$ cat config.mk
export PLATFORM = sky130hd
export DESIGN_NAME = mips_bus_arbiter
export DESIGN_NICKNAME = d
export VERILOG_FILES = /design/src/rtl/mips_bus_pkg.sv /design/src/rtl/mips_bus_watchdog.sv /design/src/rtl/mips_bus_arbiter.sv
export SDC_FILE = /design/constraint.sdc
export NUM_CORES = 1
export LEC_CHECK = 0
export CAP_MARGIN = 40
export CORE_UTILIZATION = 23
export CTS_BUF_LIST = sky130_fd_sc_hd__clkbuf_4
export DETAILED_ROUTE_END_ITERATION = 10
export PLACE_DENSITY_LB_ADDON = 0.05
export SLEW_MARGIN = 30
export SYNTH_ARGS = -nofsm -noshare
export SYNTH_HDL_FRONTEND = slang
export SYNTH_SLANG_ARGS = --single-unit
$ cat constraint.sdc
create_clock -name clk -period 2 [get_ports clk]
set_input_delay 0.4 -clock clk [delete_from_list [all_inputs] [get_ports clk]]
set_output_delay 0.4 -clock clk [all_outputs]
set_load 0.1 [all_outputs]
$ cat src/rtl/mips_bus_pkg.sv
// mips_bus_pkg: shared types and constants for the MIPS bus arbiter
package mips_bus_pkg;
  typedef enum logic [1:0] {IDLE, GRANT_I, GRANT_D, ERROR} arb_state_t;
  localparam logic [3:0] BYTEEN_ALL = 4'b1111;
  localparam int TIMEOUT_DEFAULT = 255;
endpackage

$ cat src/rtl/mips_bus_watchdog.sv
// mips_bus_watchdog: saturating waitrequest counter with expiry detect
module mips_bus_watchdog #(
  parameter int TIMEOUT_CYCLES = 255
) (
  input  logic clk,
  input  logic reset,
  input  logic clear,
  input  logic enable,
  output logic expired
);
  localparam int W = $clog2(TIMEOUT_CYCLES + 1);
  localparam logic [W-1:0] LIMIT = W'(TIMEOUT_CYCLES);
  localparam logic [W-1:0] LAST = W'(TIMEOUT_CYCLES - 1);
  logic [W-1:0] count;
  // expiry is flagged on the wait cycle whose increment reaches the limit
  assign expired = enable && count == LAST;
  // count wait cycles, restart on each grant, never wrap past the limit
  always_ff @(posedge clk)
    if (reset || clear) count <= '0;
    else if (enable && count != LIMIT) count <= count + 1'b1;
endmodule

$ cat src/rtl/mips_bus_arbiter.sv
// mips_bus_arbiter: arbitrates fetch and data ports onto one Avalon master
module mips_bus_arbiter
  import mips_bus_pkg::*;
#(
  parameter int TIMEOUT_CYCLES = TIMEOUT_DEFAULT
) (
  input  logic        clk,
  input  logic        reset,
  input  logic        i_req,
  input  logic [31:0] i_addr,
  output logic        i_ready,
  output logic [31:0] i_rdata,
  input  logic        d_req,
  input  logic        d_write,
  input  logic [31:0] d_addr,
  input  logic [31:0] d_wdata,
  input  logic [3:0]  d_byteenable,
  output logic        d_ready,
  output logic [31:0] d_rdata,
  output logic [31:0] address,
  output logic        read,
  output logic        write,
  output logic [31:0] writedata,
  output logic [3:0]  byteenable,
  input  logic        waitrequest,
  input  logic [31:0] readdata,
  output logic        bus_error
);
  arb_state_t state;
  logic last_d;
  logic i_elig, d_elig, pick_d, pick_i, granted, expired;
  // a port whose ready is high this cycle has just been served and is skipped
  assign i_elig = i_req && !i_ready;
  assign d_elig = d_req && !d_ready;
  assign pick_d = d_elig && (!i_elig || !last_d);
  assign pick_i = i_elig && !pick_d;
  assign granted = state == GRANT_I || state == GRANT_D;
  mips_bus_watchdog #(.TIMEOUT_CYCLES(TIMEOUT_CYCLES)) u_watchdog (
    .clk(clk),
    .reset(reset),
    .clear(state == IDLE),
    .enable(granted && waitrequest),
    .expired(expired)
  );
  // arbitration FSM with registered Avalon command and port responses
  always_ff @(posedge clk)
    if (reset) begin
      state <= IDLE;
      last_d <= 1'b0;
      address <= '0;
      read <= 1'b0;
      write <= 1'b0;
      writedata <= '0;
      byteenable <= '0;
      i_ready <= 1'b0;
      d_ready <= 1'b0;
      i_rdata <= '0;
      d_rdata <= '0;
      bus_error <= 1'b0;
    end else begin
      i_ready <= 1'b0;
      d_ready <= 1'b0;
      case (state)
        IDLE:
          if (pick_d) begin
            state <= GRANT_D;
            last_d <= 1'b1;
            address <= d_addr;
            read <= !d_write;
            write <= d_write;
            writedata <= d_wdata;
            byteenable <= d_byteenable;
          end else if (pick_i) begin
            state <= GRANT_I;
            last_d <= 1'b0;
            address <= i_addr;
            read <= 1'b1;
            write <= 1'b0;
            writedata <= '0;
            byteenable <= BYTEEN_ALL;
          end
        GRANT_I, GRANT_D:
          if (!waitrequest) begin
            state <= IDLE;
            read <= 1'b0;
            write <= 1'b0;
            if (state == GRANT_I) begin
              i_rdata <= readdata;
              i_ready <= 1'b1;
            end else begin
              if (read) d_rdata <= readdata;
              d_ready <= 1'b1;
            end
          end else if (expired) begin
            state <= ERROR;
            read <= 1'b0;
            write <= 1'b0;
            bus_error <= 1'b1;
          end
        default: begin
          read <= 1'b0;
          write <= 1'b0;
          bus_error <= 1'b1;
        end
      endcase
    end
endmodule

* Word level (Yosys, flattened, before mapping) *
Cells that the tools add are included.

word-level totals
  output and inout port bits = 137
  memory bits (writable) = 0
  register bits after elaboration = 148
  latch bits = 0
  memory bits (read-only) = 0
  input bits = 138
  logic and storage cells = 78
  memories kept = 0

cells by class
  muxes and demuxes = 25
  reduce and logical (&&, ||, !) cells = 27
  bitwise operators = 4
  $add $sub $neg = 1
  eq/ne operators = 8
  $lt $le $gt $ge = 0
  multipliers = 0
  divide/modulo/power cells = 0
  shift-type cells = 0

operator list
  cell                                                             count
  32-bit two-way mux                                               4
  1-bit two-way mux                                                11
  3-bit AND reduction                                              3
  8-bit by 1-bit adder with 8-bit output, second input constant    1
  8-bit == test, second input constant                             1
  2-bit two-way mux                                                4
  4-bit two-way mux                                                2
  8-bit inequality test, second input constant                     1
  1-bit logical AND                                                7
  1-bit logical NOT                                                6
  3-bit inequality test, second input constant                     2
  1-bit one-hot mux with 2 select lines                            3
  2-bit inequality test, second input constant                     2
  1-bit inverter                                                   4
  2-bit one-hot mux with 2 select lines                            1
  2-bit AND reduction                                              2
  4-bit AND reduction                                              1
  2-bit nonzero test                                               2
  1-bit logical OR                                                 3
  3-bit OR reduction                                               1
  2-bit by 1-bit == test with 1-bit output, second input constant  1
  2-bit == test, second input constant                             1
  2-bit logical NOT                                                1
  2-bit OR reduction                                               1

* Depth between registers and ports, before layout *
  depth after elaboration = 10
  mapped depth = 8
  depth with buffers taken out = 6

* By module *
A second synthesis with hierarchy kept.

unflattened totals
  cells, all modules = 685
  area, all modules = 5,820.6 um^2

by module, submodules not included
  module             area each (um^2)  cells each  instances  sequential area each (um^2)
  mips_bus_arbiter   5,361.4           634         1          2,802.7
  mips_bus_watchdog  459.2             51          1          160.2

* Worst setup path after synthesis *
No wires, ideal clock.

  kind = register to register
  start point = reg d_ready
  end point = reg address[10]
  data required time = 1.909 ns
  period minus slack after synthesis = 2.006 ns
  setup slack = -0.006 ns
  cell stages (with the launch flop) = 6
  arrival time = 1.915 ns
  path buffers = 2
  cells stage by stage = dfxtp_1 > and2b_4 > o21a_4 > buf_6 > buf_2 > a311oi_1

between the ends
  longest elaborated chain between the ends = 7
  elaborated cells on any way between the ends = 8
  classes of those cells = mux (1); reduce/logical (7)

ends and longest elaborated chain
  element                               RTL line                text
  start: declaration                    mips_bus_arbiter.sv:18  output logic d_ready,
  start signal: assignment              mips_bus_arbiter.sv:56  d_ready <= 1'b0;
  start signal: assignment              mips_bus_arbiter.sv:62  d_ready <= 1'b0;
  start signal: assignment              mips_bus_arbiter.sv:92  d_ready <= 1'b1;
  1-bit logical NOT (*)                 mips_bus_arbiter.sv:34  assign d_elig = d_req && !d_ready;
  1-bit logical AND (*)                 mips_bus_arbiter.sv:34
  1-bit logical AND (*)                 mips_bus_arbiter.sv:35  assign pick_d = d_elig && (!i_elig || !last_d);
  1-bit logical NOT                     mips_bus_arbiter.sv:36  assign pick_i = i_elig && !pick_d;
  1-bit logical AND                     mips_bus_arbiter.sv:36
  2-bit nonzero test (no source line)   --
  2-bit AND reduction (no source line)  --
  end signal: assignment                mips_bus_arbiter.sv:68  address <= d_addr;
  end signal: assignment                mips_bus_arbiter.sv:76  address <= i_addr;
  end: declaration                      mips_bus_arbiter.sv:20  output logic [31:0] address,

Mark *: on every way between the ends. The rest lies on a longest branch, timed or not.
A chain may end at the register's enable or synchronous reset.

* Worst setup path after layout *
  start point = reg state[0]
  end point = reg u_watchdog.count[6]

between the ends
  longest elaborated chain between the ends = 4
  elaborated cells on any way between the ends = 7
  classes of those cells = eq/ne (2); reduce/logical (5)

ends and longest elaborated chain
  element                                                                    RTL line                 text
  start: declaration                                                         mips_bus_arbiter.sv:29   arb_state_t state;
  start signal: assignment                                                   mips_bus_arbiter.sv:48   state <= IDLE;
  start signal: assignment                                                   mips_bus_arbiter.sv:66   state <= GRANT_D;
  start signal: assignment                                                   mips_bus_arbiter.sv:74   state <= GRANT_I;
  2-bit by 1-bit == test with 1-bit output or 2-bit == test (tied branches)  mips_bus_arbiter.sv:37   assign granted = state == GRANT_I || state == GRANT_D;
  1-bit logical OR                                                           mips_bus_arbiter.sv:37
  1-bit logical AND                                                          mips_bus_arbiter.sv:42   .enable(granted && waitrequest),
  1-bit logical AND                                                          mips_bus_watchdog.sv:20  else if (enable && count != LIMIT) count <= count + 1'b1;
  end signal: assignment                                                     mips_bus_watchdog.sv:20
  end: declaration                                                           mips_bus_watchdog.sv:14  logic [W-1:0] count;

Several ways; a longest one is shown, not always the timed one.

==> Implementation_results.wiki <==
{| class="wikitable"
! Metric !! Value
|-
| Outcome || finished clean
|-
| Vert. Die Dim || 160 um
|-
| Final hold violation count || 0
|-
| Area of all sequential standard cells || 2960 um^2
|-
| Yosys warns || 0
|-
| CTS HTree Levels || 4
|-
| Critical register-to-register path endpoint || u_watchdog.count[6]$_SDFFE_PP0P_
|-
| Post-CTS setup-driven buffer insertion count || 0
|-
| Slew @ Worst Pin || approximately 0.53 ns
|-
| Portion of the clock cycle consumed by the worst path in the final layout || 87.9%
|-
| Final Setup Violations || 0
|-
| Leakage || between 0.003 and 0.004 uW
|-
| Dpl ws || -0.0522 ns
|-
| Origin of the critical flop-to-flop path || state[0]$_SDFFE_PP0P_
|-
| Per-cell via count in the routed design || between 4 and 5
|-
| Worst path slowest cell || sky130_fd_sc_hd__ha_2
|-
| Element type at the critical path start || register
|-
| Worst clock skew || roughly 0.015 ns
|-
| CTS Root Cell || sky130_fd_sc_hd__clkbuf_4
|-
| Final global-route overflow total || 0
|-
| GR met2 Demand/Resource || 24.6%
|-
| Unrepaired setup endpoints after global routing || false
|-
| Depth of the worst register-to-register path || 6
|-
| Final worst-path setup slack || 0.242 ns
|-
| Avg Inst Size Synth || between 8 and 9 um^2
|-
| Final Power || 12800 uW
|-
| Number of instances in the placed design || around 1200
|-
| Mapped cell area || between 5000 and 6000 um^2
|-
| Pins over their slew limit || 0
|-
| Drt initial violations || between 150 and 200
|-
| Commonest non-fill, non-tap cells in the layout || 198 x sky130_fd_sc_hd__nand2_1, 147 x sky130_fd_sc_hd__dfxtp_1, 144 x sky130_fd_sc_hd__buf_4
|-
| # fillers || around 2500
|-
| Post-route antenna net violation count || 0
|-
| Ratio of cells with drive above 1 in the final layout || 21.4%
|-
| Total wire length || around 19 mm
|-
| Critical path endpoint category || register
|-
| Clock tree from TritonCTS || done
|-
| Net count after synthesis || 816
|-
| Max capacitance violation total || 0
|-
| Slew Limit Headroom || between 60 and 70%
|-
| IR Drop Worst-Case VDD || 0.577 mV
|-
| Multi-input combinational cell area || 2440 um^2
|-
| Global routing usage summed across all routing layers || 15.2%
|-
| Hold-critical path endpoint || state[1]$_SDFFE_PP0P_
|-
| Area of the die || 25500 um^2
|-
| Vias after detailed routing || 5605
|-
| Number of global-route vias before repair || 5687
|-
| Quantity of gates resized following cts || 0
|-
| Hold Path Depth || 3
|-
| Number of distinct library cell variants in the gate-level netlist after synthesis || 50
|-
| Initial antenna violation count || 1
|-
| Most instantiated flip-flop cell in the synthesis netlist || sky130_fd_sc_hd__dfxtp_1
|-
| Global-route wire length before repair || 30.7 mm
|-
| Sinks on the clock net || 148
|-
| Core box area || 24300 um^2
|-
| Count of hold-fix buffers inserted at cts || 0
|-
| Drc violations || 0
|-
| GR Util met3 || 5.79%
|-
| Sequential-to-total area share from yosys stat || 51.8%
|-
| Number of enable flip-flop cells after synthesis || 0
|-
| Pre-Repair DR Iteration Count || 4
|-
| Data required time at the worst endpoint || around 2.5 ns
|-
| Worst Min Path Start || reset
|-
| Buffer depth of the longest clock path || 2
|-
| Final layout net count || 1077
|-
| Worst Path Arrival || 2.20 ns
|-
| Number of I/O port buffers || 274
|-
| Hold/Removal Path Class || input pin to register
|-
| Average wire per standard cell || 15.0 um
|-
| FF-to-FF setup slack || 0.24 ns
|-
| Clk pin slew, worst setup/hold paths || 0.14 ns
|-
| Cells along the critical path || inv_1 -> ha_2 -> and3_1 -> and2_1 -> a31oi_1 -> a211oi_1
|-
| FF+latch count, synth || 148
|-
| Routability Congestion || between 0.7 and 0.8
|-
| Fmax || 0.569 GHz
|-
| Gate count of the mapped netlist || 674
|-
| Number of buffers created by CTS || 17
|-
| Met1 capacity usage during global routing || between 10% and 20%
|-
| Power density of the placed cells || 1460 nW/um^2
|-
| Horizontal die dimension || 160 um
|-
| Layer with the highest usage || met2
|-
| Stage delay of the slowest cell on the critical path || 0.45 ns
|-
| Clock latency of the later-clocked register in the worst-skew pair || about 0.54 ns
|-
| WS Path Type || register to register
|-
| Number of placement rows || 57
|-
| Critical-path maximum fanout || 9
|-
| Most common library cell in the layout ignoring fill and taps || sky130_fd_sc_hd__nand2_1
|-
| Area grow syn2layout || 54.0%
|-
| Boundary Pins || 275
|-
| Finished Layout Cells || 1275
|-
| Initial core utilization || roughly a quarter
|-
| Share of synthesized flip-flops with an asynchronous set or reset || 0%
|-
| Final HPWL from detailed placement || 13.6 mm
|-
| Final period demand of the worst path || 1.76 ns
|-
| Maximum number of pins on one net before global-route repair || 88
|}
cell families after synthesis:
group	Yosys count	synth area share, %
and+or+nand+nor	303	21.8
AOI/OAI and AO/OA	158	19.4
DFF	148	51.8
buffers and inverters	58	5.60
adders and majority gates	4	0.876
xor gates and xnor gates	2	0.307
muxes	1	0.175
worst max path at each step:
stage | from | to | depth (start not counted)
floorplan | i_ready$_SDFF_PP0_ | state[0]$_SDFFE_PP0P_ | 7
global placement | i_req | address[14]$_SDFFE_PP0P_ | 6
detailed placement | i_req | address[29]$_SDFFE_PP0P_ | 6
CTS | state[0]$_SDFFE_PP0P_ | u_watchdog.count[6]$_SDFFE_PP0P_ | 6
global route | state[0]$_SDFFE_PP0P_ | u_watchdog.count[6]$_SDFFE_PP0P_ | 6
finish | state[0]$_SDFFE_PP0P_ | u_watchdog.count[6]$_SDFFE_PP0P_ | 6
routing by layer:
| metal | up-vias | share of wire [%] |
|---|---|---|
| met1 | 2578 | 42 |
| li1 | 2821 | - |
| met2 | 186 | 47 |
| met3 | 20 | 8.5 |
| met5 | - | 0 |
| met4 | 0 | 1.8 |
cell type report:
type | instances | share of cell area [%]
clock inverter | 15 | 1.39
tap | 324 | 4.61
clock buffer | 17 | 1.45
multi-input combinational | 468 | 27.8
timing repair buffer | 293 | 30.7
antenna | 3 | 0.0853
inverter | 7 | 0.299
sequential | 148 | 33.7
Yosys cell counts (2+ instances only):
| master | n | area (um^2) |
|---|---|---|
| sky130_fd_sc_hd__nand2_1 | 198 | 743 |
| sky130_fd_sc_hd__dfxtp_1 | 148 | 2960 |
| sky130_fd_sc_hd__nor2_1 | 75 | 282 |
| sky130_fd_sc_hd__a21oi_1 | 70 | 350 |
| sky130_fd_sc_hd__a22oi_1 | 32 | 240 |
| sky130_fd_sc_hd__a311oi_1 | 32 | 280 |
| sky130_fd_sc_hd__buf_2 | 19 | 95.1 |
| sky130_fd_sc_hd__clkbuf_1 | 16 | 60.1 |
| sky130_fd_sc_hd__nor3_1 | 11 | 55.1 |
| sky130_fd_sc_hd__buf_4 | 7 | 52.6 |
| sky130_fd_sc_hd__buf_6 | 7 | 78.8 |
| sky130_fd_sc_hd__inv_1 | 6 | 22.5 |
| sky130_fd_sc_hd__a211oi_1 | 4 | 30.0 |
| sky130_fd_sc_hd__ha_1 | 4 | 50.1 |
| sky130_fd_sc_hd__a31oi_1 | 3 | 18.8 |
| sky130_fd_sc_hd__o21a_1 | 3 | 22.5 |
| sky130_fd_sc_hd__and2_1 | 2 | 12.5 |
| sky130_fd_sc_hd__buf_1 | 2 | 7.51 |
| sky130_fd_sc_hd__nand2b_1 | 2 | 12.5 |
| sky130_fd_sc_hd__nor2b_1 | 2 | 12.5 |
| sky130_fd_sc_hd__xnor2_1 | 2 | 17.5 |
registers in the layout, summed over array words and instances, names as in the netlist:
| register | cells |
|---|---|
| last_d | 1 |
| d_rdata | 32 |
| writedata | 32 |
| u_watchdog.count | 8 |
| d_ready | 1 |
| i_rdata | 32 |
| write | 1 |
| read | 1 |
| state | 2 |
| byteenable | 4 |
| bus_error | 1 |
| i_ready | 1 |
| address | 32 |
power by group:
| part | internal, uW | switching (uW) |
|---|---|---|
| clock network | 521 | 1240 |
| registers | 3490 | 319 |
| logic | 1860 | 5380 |
worst max-delay path: cells and delay by family (launching register included):
| kind | cells | cell delay (ns) |
|---|---|---|
| AND/OR/NAND/NOR | 2 | 0.45 |
| buffers and inverters | 1 | 0.06 |
| AO/OA/AOI/OAI | 2 | 0.32 |
| adder cells (fa/ha/maj) | 1 | 0.45 |
| flip-flops | 1 | 0.39 |
metrics by stage:
| step | setup TNS (ns) | util [%] | instance area (um^2) | hold WS, ns |
|---|---|---|---|---|
| floorplan | 0 | - | 5720 | 0.452 |
| global placement | 0 | 35.1 | 8540 | 0.443 |
| detailed placement | -0.0653 | 35.1 | 8540 | 0.449 |
| CTS | 0 | 36.1 | 8790 | 0.188 |
| global route | 0 | 36.2 | 8800 | 0.201 |
| finish | 0 | 36.2 | 8800 | 0.247 |
(Power assumes the default switching activity.)
